### config.mk
export PLATFORM = sky130hd
export DESIGN_NAME = rr_grant_arbiter
export DESIGN_NICKNAME = d
export VERILOG_FILES = /design/src/rtl/rr_grant_arbiter.sv
export SDC_FILE = /design/constraint.sdc
export NUM_CORES = 1
export LEC_CHECK = 0
export ABC_AREA = 1
export CORE_AREA = 2 2 39 41
export CTS_CLUSTER_DIAMETER = 80
export DETAILED_ROUTE_END_ITERATION = 8
export DIE_AREA = 0 0 41 43
export GPL_TIMING_DRIVEN = 0
export PLACE_DENSITY = 0.73
export REMOVE_ABC_BUFFERS = 1
export SYNTH_ARGS = -nofsm -noshare
export SYNTH_HDL_FRONTEND = slang
export SYNTH_SLANG_ARGS = --single-unit
### constraint.sdc
create_clock -name clk -period 2.28 [get_ports clk]
set_clock_uncertainty 0.1 [all_clocks]
set_input_delay 0.228 -clock clk [delete_from_list [all_inputs] [get_ports clk]]
set_output_delay 0.228 -clock clk [all_outputs]
set_load 0.03 [all_outputs]
### src/rtl/rr_grant_arbiter.sv
// Registered round-robin arbiter with a valid/ready grant handshake.
// The winner is held while downstream stalls. After every accepted grant,
// priority rotates to the requester just past the one that was served.
module rr_grant_arbiter #(
    parameter int NUM_REQ = 4,
    parameter int IDX_W   = 2
) (
    input  logic               clk,
    input  logic               rst_n,
    input  logic [NUM_REQ-1:0] req,
    input  logic               flush,
    input  logic               out_ready,
    output logic               out_valid,
    output logic [NUM_REQ-1:0] grant_oh,
    output logic [IDX_W-1:0]   grant_idx
);

    // One extra bit so that grant_idx+1 cannot overflow before the wrap test.
    localparam int PW = IDX_W + 1;

    logic               out_valid_q, out_valid_d;
    logic [NUM_REQ-1:0] grant_oh_q,  grant_oh_d;
    logic [IDX_W-1:0]   grant_idx_q, grant_idx_d;
    logic [IDX_W-1:0]   ptr_q,       ptr_d;

    logic               fire;
    logic               load;
    logic [PW-1:0]      idxInc;
    logic [IDX_W-1:0]   idxNext;
    logic [IDX_W-1:0]   effPtr;
    logic [NUM_REQ-1:0] mreq;
    logic [NUM_REQ-1:0] hiMask;
    logic [NUM_REQ-1:0] hiReq;
    logic [NUM_REQ-1:0] pickSrc;
    logic [NUM_REQ-1:0] winOh;
    logic [IDX_W-1:0]   winIdx;

    assign fire = out_valid_q & out_ready;
    assign load = ~out_valid_q | out_ready;

    // Index after the current grant, wrapped at NUM_REQ (NUM_REQ need not be a power of two).
    always_comb begin
        idxInc  = PW'(grant_idx_q) + PW'(1);
        idxNext = idxInc[IDX_W-1:0];
        if (idxInc == PW'(NUM_REQ)) begin
            idxNext = '0;
        end
    end

    // Effective start point and masked requests; the grant just accepted sits out one cycle.
    always_comb begin
        effPtr = ptr_q;
        mreq   = req;
        if (fire) begin
            effPtr = idxNext;
            mreq   = req & ~grant_oh_q;
        end
    end

    // Circular scan done as two linear scans: requests at or above effPtr win first,
    // otherwise the lowest request overall wins.
    always_comb begin
        hiMask = '0;
        for (int i = 0; i < NUM_REQ; i++) begin
            hiMask[i] = (PW'(i) >= {1'b0, effPtr});
        end
        hiReq   = mreq & hiMask;
        pickSrc = (|hiReq) ? hiReq : mreq;
        winOh   = pickSrc & (-pickSrc);
    end

    // One-hot to binary: each index bit is the OR of the one-hot bits whose position has that bit set.
    always_comb begin
        winIdx = '0;
        for (int b = 0; b < IDX_W; b++) begin
            for (int i = 0; i < NUM_REQ; i++) begin
                if (((i >> b) & 1) == 1) begin
                    winIdx[b] = winIdx[b] | winOh[i];
                end
            end
        end
    end

    // Next-state selection: flush beats everything, then load a fresh result, else hold.
    always_comb begin
        out_valid_d = out_valid_q;
        grant_oh_d  = grant_oh_q;
        grant_idx_d = grant_idx_q;
        ptr_d       = ptr_q;
        if (flush) begin
            out_valid_d = 1'b0;
            grant_oh_d  = '0;
            grant_idx_d = '0;
            ptr_d       = '0;
        end else begin
            if (fire) begin
                ptr_d = idxNext;
            end
            if (load) begin
                out_valid_d = |mreq;
                grant_oh_d  = winOh;
                grant_idx_d = winIdx;
            end
        end
    end

    // State registers with asynchronous active-low reset.
    always_ff @(posedge clk or negedge rst_n) begin
        if (!rst_n) begin
            out_valid_q <= 1'b0;
            grant_oh_q  <= '0;
            grant_idx_q <= '0;
            ptr_q       <= '0;
        end else begin
            out_valid_q <= out_valid_d;
            grant_oh_q  <= grant_oh_d;
            grant_idx_q <= grant_idx_d;
            ptr_q       <= ptr_d;
        end
    end

    assign out_valid = out_valid_q;
    assign grant_oh  = grant_oh_q;
    assign grant_idx = grant_idx_q;

endmodule

==> results of run 1 <==
metal layers:
layer	global-route usage	up-vias	wire length, um
li1	-	272	-
met1	0.1902	242	521
met2	0.2781	18	592
met3	0.09424	0	85
met4	0.02000	0	0
met5	0	-	0
Yosys cell counts:
cell type,count
nor4_1,1
nand2_2,5
clkinv_1,1
a21oi_4,1
nand2_4,1
o22ai_1,1
o21ai_2,2
o21ai_4,1
nand3_1,4
nor2_1,5
inv_1,14
dfrtp_1,9
o21ai_1,3
inv_2,3
nand3_2,5
nor2_2,1
o2111ai_1,1
a21oi_1,1
o21ai_0,4
nand2_1,11
how the worst min path moves through the flow:
stage | start | slack (ps) | to
5_1_grt | rst_n | 180 | grant_idx[0]
3_3_place_gp | grant_idx[1] | 430 | grant_idx[1]
4_1_cts | rst_n | 170 | grant_idx[0]
2_1_floorplan | rst_n | -170 | grant_idx[0]
3_5_place_dp | grant_idx[1] | 430 | grant_idx[1]
6_report | rst_n | 170 | out_valid
state kept, by name, summed over array words and instances (netlist names):
signal     flops
grant_oh       4
out_valid      1
ptr_q          2
grant_idx      2
stage by stage:
step	setup slack, ps	cell area, sq um	cells	power [uW]
finish	551.2	769.5	108	463.2
global route	482.5	769.5	108	497.6
CTS	539.8	769.5	108	468.3
detailed placement	380.1	743.2	104	344.9
global placement	410.2	743.2	104	342.3
floorplan	669.9	583.1	74	288.8
kinds of logic after synthesis:
group,Yosys count,synth area share
flip-flops,9,0.3863
AND/OR/NAND/NOR,33,0.3176
buffers and inverters,18,0.1159
AO/OA/AOI/OAI,14,0.1803
cells in the final DEF, fill, tap and decap left out:
cell,n
o21ai_2,2
nor2_2,1
nand2_1,11
nand2_2,5
a21oi_4,1
o21ai_1,3
nand2_4,1
clkdlybuf4s50_1,14
clkbuf_1,1
nor2_1,5
dfrtp_1,9
o2111ai_1,1
clkinv_1,1
nand3_2,5
nor4_1,1
o22ai_1,1
inv_2,3
nand3_1,4
inv_1,14
o21ai_4,1
clkbuf_4,3
o21ai_0,4
a21oi_1,1
where the power goes:
group	switching, uW	internal, uW
registers	11.6	174
clock network	54.6	67.4
logic	95.2	59.9
total	161	302
cell type report:
| cell class | count | area, sq um | area share |
|---|---|---|---|
| tap | 16 | 20.02 | 0.02602 |
| clock buffer | 4 | 26.28 | 0.03415 |
| timing repair buffer | 14 | 140.1 | 0.1821 |
| multi-input combinational | 47 | 290.3 | 0.3772 |
| sequential | 9 | 225.2 | 0.2927 |
| inverter | 18 | 67.56 | 0.08780 |
==> impl_metrics.toml, run 1 <==
[setup_path]
worstPathCellList = "clkdlybuf4s50_1"
reg2regPathDepth = 10
crit_family = "buffers and inverters"
startpoint = "grant_idx[0]"
critPathMaxFanout = 5
slowest_stage = "clkdlybuf4s50_1"
reg2reg_setup_slack_ps = 720
r2r-start = "out_valid"
r2r-end = "grant_oh[2]"
path_buf_inv = 1
max_stage_delay_ps = 700
setup.worst_path.class = "flop to primary output"
worstSetupPathDepth = 1
cp.arrival_ps = 1400
crit_path_end_kind = "primary output"
endpoint = "grant_idx[0]"
crit_required_ps = 1950
worstSetupStartpointType = "flop"

[pwr]
ir_worst_vdd_mv = 0.4203
p_leak_uw = 0.0003584
power.density_nw_per_um2 = 601.9

[cts]
clk_pin_slew_ps = 60
cts_sinks = 9
cts_hold_buf = 0
cts_resized = 0
worstSkewPairLatency_ps = 260
cts_max_level = 1
cts_made_buffers = 3
cts_setup_buffers = 0
root_buffer = "clkbuf_4"
clockBufferDepth = 2
cts_tree = "done"

[global_route]
grtUsageTotal = 0.1697
overflow = 0
grt_max_degree = 10
antenna_found_initial = 0
grt_pass1_vias = 502
grt_pass1_wl_mm = 1.959

[job]
cap_violations = 0

[sta]
finalHoldViolCount = 0
rsz0062_at_grt = "false"
finalCritPeriodShare = 0.7582
slew_violations = 0
slew_headroom = 0.7240
worst_hold_slack_ps = 167.6
fin_tns_setup_ps = 0
tightest_slew_ps = 412.7
setup_viol = 0
fmax_mhz = 578.4
fin_crit_ps = 1729

[placed_design]
io_buffers = 14
place_congestion = 0.8603
hpwlAfterDp_um = 978.4

[routing]
dr.pass1.iters = 4
drc = 0
post_drt_wl_per_cell_um = 11.11
drt-initial-drc-count = 11
wl_mm = 1.200
via_per_inst = 4.926
vias = 532
ant_nets = 0

[floorplan]
core_sq_um = 1384
initial_core_util = 0.4213
rows = 14
ios = 15
die_y_um = 43
die_area_sq_um = 1763
die_width_um = 41

[run_status]
status = "finished, final reports clean"

[synth]
syn_inst = 74
synth_seq_cells = 9
yosys_warnings = 0
synth_area_sq_um = 583.1
syn_area_per_cell_sq_um = 7.879
yosysTopAreaCellShare = 0.3863
synth_area_leader_cell = "dfrtp_1"
ys_types = 20
seq_area_frac_synth = 0.3863
synth_area_leaders = "dfrtp_1, inv_1, nand3_2, nand2_1, nand2_2"

[final_layout]
drive_gt1_frac = 0.2391
nFillCells = 143
final_util = 0.5561
antennaDiodeCount = 0
nets = 101
syn2layout_area_growth_pct = 31.97

[worst_hold_path]
hp-class = "input port to async pin"
Power figures use the tool's default switching activity.
==> run 2, diff against run 1 <==
--- a/config.mk
+++ b/config.mk
@@ -6,12 +6,12 @@
 export NUM_CORES = 1
 export LEC_CHECK = 0
 export ABC_AREA = 1
-export CORE_AREA = 2 2 39 41
+export CORE_MARGIN = 1
+export CORE_UTILIZATION = 41
 export CTS_CLUSTER_DIAMETER = 80
 export DETAILED_ROUTE_END_ITERATION = 8
-export DIE_AREA = 0 0 41 43
 export GPL_TIMING_DRIVEN = 0
-export PLACE_DENSITY = 0.73
+export PLACE_DENSITY = 0.72
 export REMOVE_ABC_BUFFERS = 1
 export SYNTH_ARGS = -nofsm -noshare
 export SYNTH_HDL_FRONTEND = slang
==> constraint.sdc (replaced) <==
create_clock -name clk -period 1.55 [get_ports clk]
set_clock_uncertainty 0.1 [all_clocks]
set_input_delay 0.155 -clock clk [delete_from_list [all_inputs] [get_ports clk]]
set_output_delay 0.155 -clock clk [all_outputs]
set_load 0.03 [all_outputs]
==> run 2 against run 1 <==
Against the previous run: the flow now finishes with violations (negative setup slack); cell count grew 1.9%; largest power group unchanged; wire length rose by 27%; final area grew 8.3%; first-iteration DRC count rose by 27%; clock-buffer cell count is 1 lower; core utilization grew 7.6 points; flip-flop and latch count unchanged; highest routed layer is now met4; critical path depth increased by 8; combinational power up 67%.
==> impl_metrics.toml, run 2 (same netlist as run 1, synthesis figures left out) <==
[run_status]
status = "finished with violations"
failed_checks = "negative setup slack"

[final_layout]
final_util = 0.6325
nets = 104
layout_common_cells = "inv_1, dfrtp_1, nand2_1, clkdlybuf4s50_1, dlygate4sd2_1"
antennaDiodeCount = 0
drive_gt1_frac = 0.3579
syn2layout_area_growth_pct = 42.92
mostFrequentLayoutCell = "inv_1"
largest_reg_flops = 4

[pwr]
p_leak_uw = 0.0004184
fin_total_pwr_uw = 734.4
comb_power_share = 0.353
sequentialPowerShare = 0.370
clockPowerShare = 0.277
p_int_uw = 445.7
ir_worst_vdd_mv = 0.4894
switching_share = 0.3931
switchingPower_uw = 288.7
power.density_nw_per_um2 = 881.3

[cts]
cts_tree = "done"
root_buffer = "clkbuf_4"
clockBufferDepth = 2
cts_max_level = 1
cts_sinks = 9
worstSkewPairLatency_ps = 280
cts_hold_buf = 0
clk_pin_slew_ps = 80
cts_made_buffers = 3

[placed_design]
hpwlAfterDp_mm = 1.006
place_congestion = 0.8766
io_buffers = 14

[floorplan]
initial_core_util = 0.4425
ios = 15
die_width_um = 39.71
core_sq_um = 1318
die_y_um = 39.71
die_area_sq_um = 1577
rows = 13

[sta]
finalHoldViolCount = 0
fmax_mhz = 631.2
slew_headroom = 0.6904
fin_crit_ps = 1584
rsz0062_at_grt = "true"
slew_violations = 0
setup_slack_ps = -34.24
setup_viol = 4
tightest_slew_ps = 463.0
finalCritPeriodShare = 1.022

[global_route]
grt_pass1_vias = 542
grtUsageTotal = 0.2213
grt-busiest-layer = "met2"
grt_use_met1 = 0.2491
overflow = 0
antenna_found_initial = 0
use_met3 = 0.05114
met2_usage = 0.3689
grt_max_degree = 10
grt_pass1_wl_mm = 2.242

[routing]
wl_mm = 1.518
drc = 0
dr.pass1.iters = 4
ant_nets = 0
via_per_inst = 5.118
drt-initial-drc-count = 14
post_drt_wl_per_cell_um = 13.80
vias = 563

[worst_hold_path]
hp-class = "input port to async pin"

[setup_path]
worstSetupStartpointType = "flop"
setup.worst_path.class = "flop to flop"
r2r-start = "out_valid"
r2r-end = "grant_oh[1]"
reg2reg_setup_slack_ps = -30
crit_required_ps = 1620
crit_path_end_kind = "flop"
critPathMaxFanout = 8
reg2regPathDepth = 9
cp.arrival_ps = 1650

[job]
cap_violations = 0
run 2: cell count changes in the layout (fill, tap and decap cells not counted), sizes merged:
cell / previous run / this run
clkdlybuf4s50: 14 / 7
dlygate4sd2: 0 / 7
buf: 0 / 3
clkbuf: 4 / 3
inv: 17 / 18
run 2: worst max-delay path, cell delays in order, from the launching register on:
cell and delay [ps]:
dfrtp_1 400, nand2_4 130, o21ai_4 200, inv_2 90
a21oi_4 140, nand3_2 110, nand2_2 110, inv_2 50
nand3_2 70, o21ai_1 70
run 2: worst max-delay path by stage:
stage	from	endpoint	slack (ps)	cells past startpoint
finish	out_valid	grant_oh[1]	-30	9
CTS	out_valid	grant_oh[1]	10	10
floorplan	out_valid	grant_idx[1]	-60	9
detailed placement	out_ready	out_valid	-250	6
global route	out_ready	grant_oh[3]	-140	10
global placement	out_ready	grant_oh[2]	-220	10
run 2: cell type report:
class                      count  area (sq um)
timing repair buffer          17         153.9
sequential                     9         225.2
fill                         126         484.2
clock buffer                   3         22.52
inverter                      18         67.56
tap                           15         18.77
multi-input combinational     47         340.3
clock inverter                 1         5.005
run 2: layer usage:
layer	part of all wire	routed length (um)
met2	0.52	785
met3	0.043	65
met4	0.011	17
met1	0.43	649
met5	0	0
run 2: repair_timing:
item / CTS / global route
pin swaps: 1 / 8
setup endpoints to repair: 12 / 7
buffers inserted: 1 / 2
gates resized for setup: 8 / 13
run 2: through the flow:
stage | setup TNS [ps] | instances | hold slack (ps) | cell area, sq um | setup slack, ps
final | -94.74 | 110 | 90.79 | 833.3 | -34.24
after global routing | -782.8 | 110 | 119.9 | 833.3 | -140.3
after CTS | 0 | 108 | 106.9 | 773.2 | 10.64
after detailed placement | -1656 | 103 | 399.0 | 742.0 | -253.2
after global placement | -1451 | 103 | 380.5 | 742.0 | -223.1
after floorplan | -254.3 | 74 | -240.6 | 583.1 | -60.09
run 2: power by group through the flow:
stage | Clock (uW) | Combinational [uW] | Sequential, uW
final | 203 | 259 | 272
after global routing | 215 | 280 | 275
after CTS | 198 | 227 | 272
after detailed placement | 0 | 229 | 278
after global placement | 0 | 228 | 277
after floorplan | 0 | 114 | 311
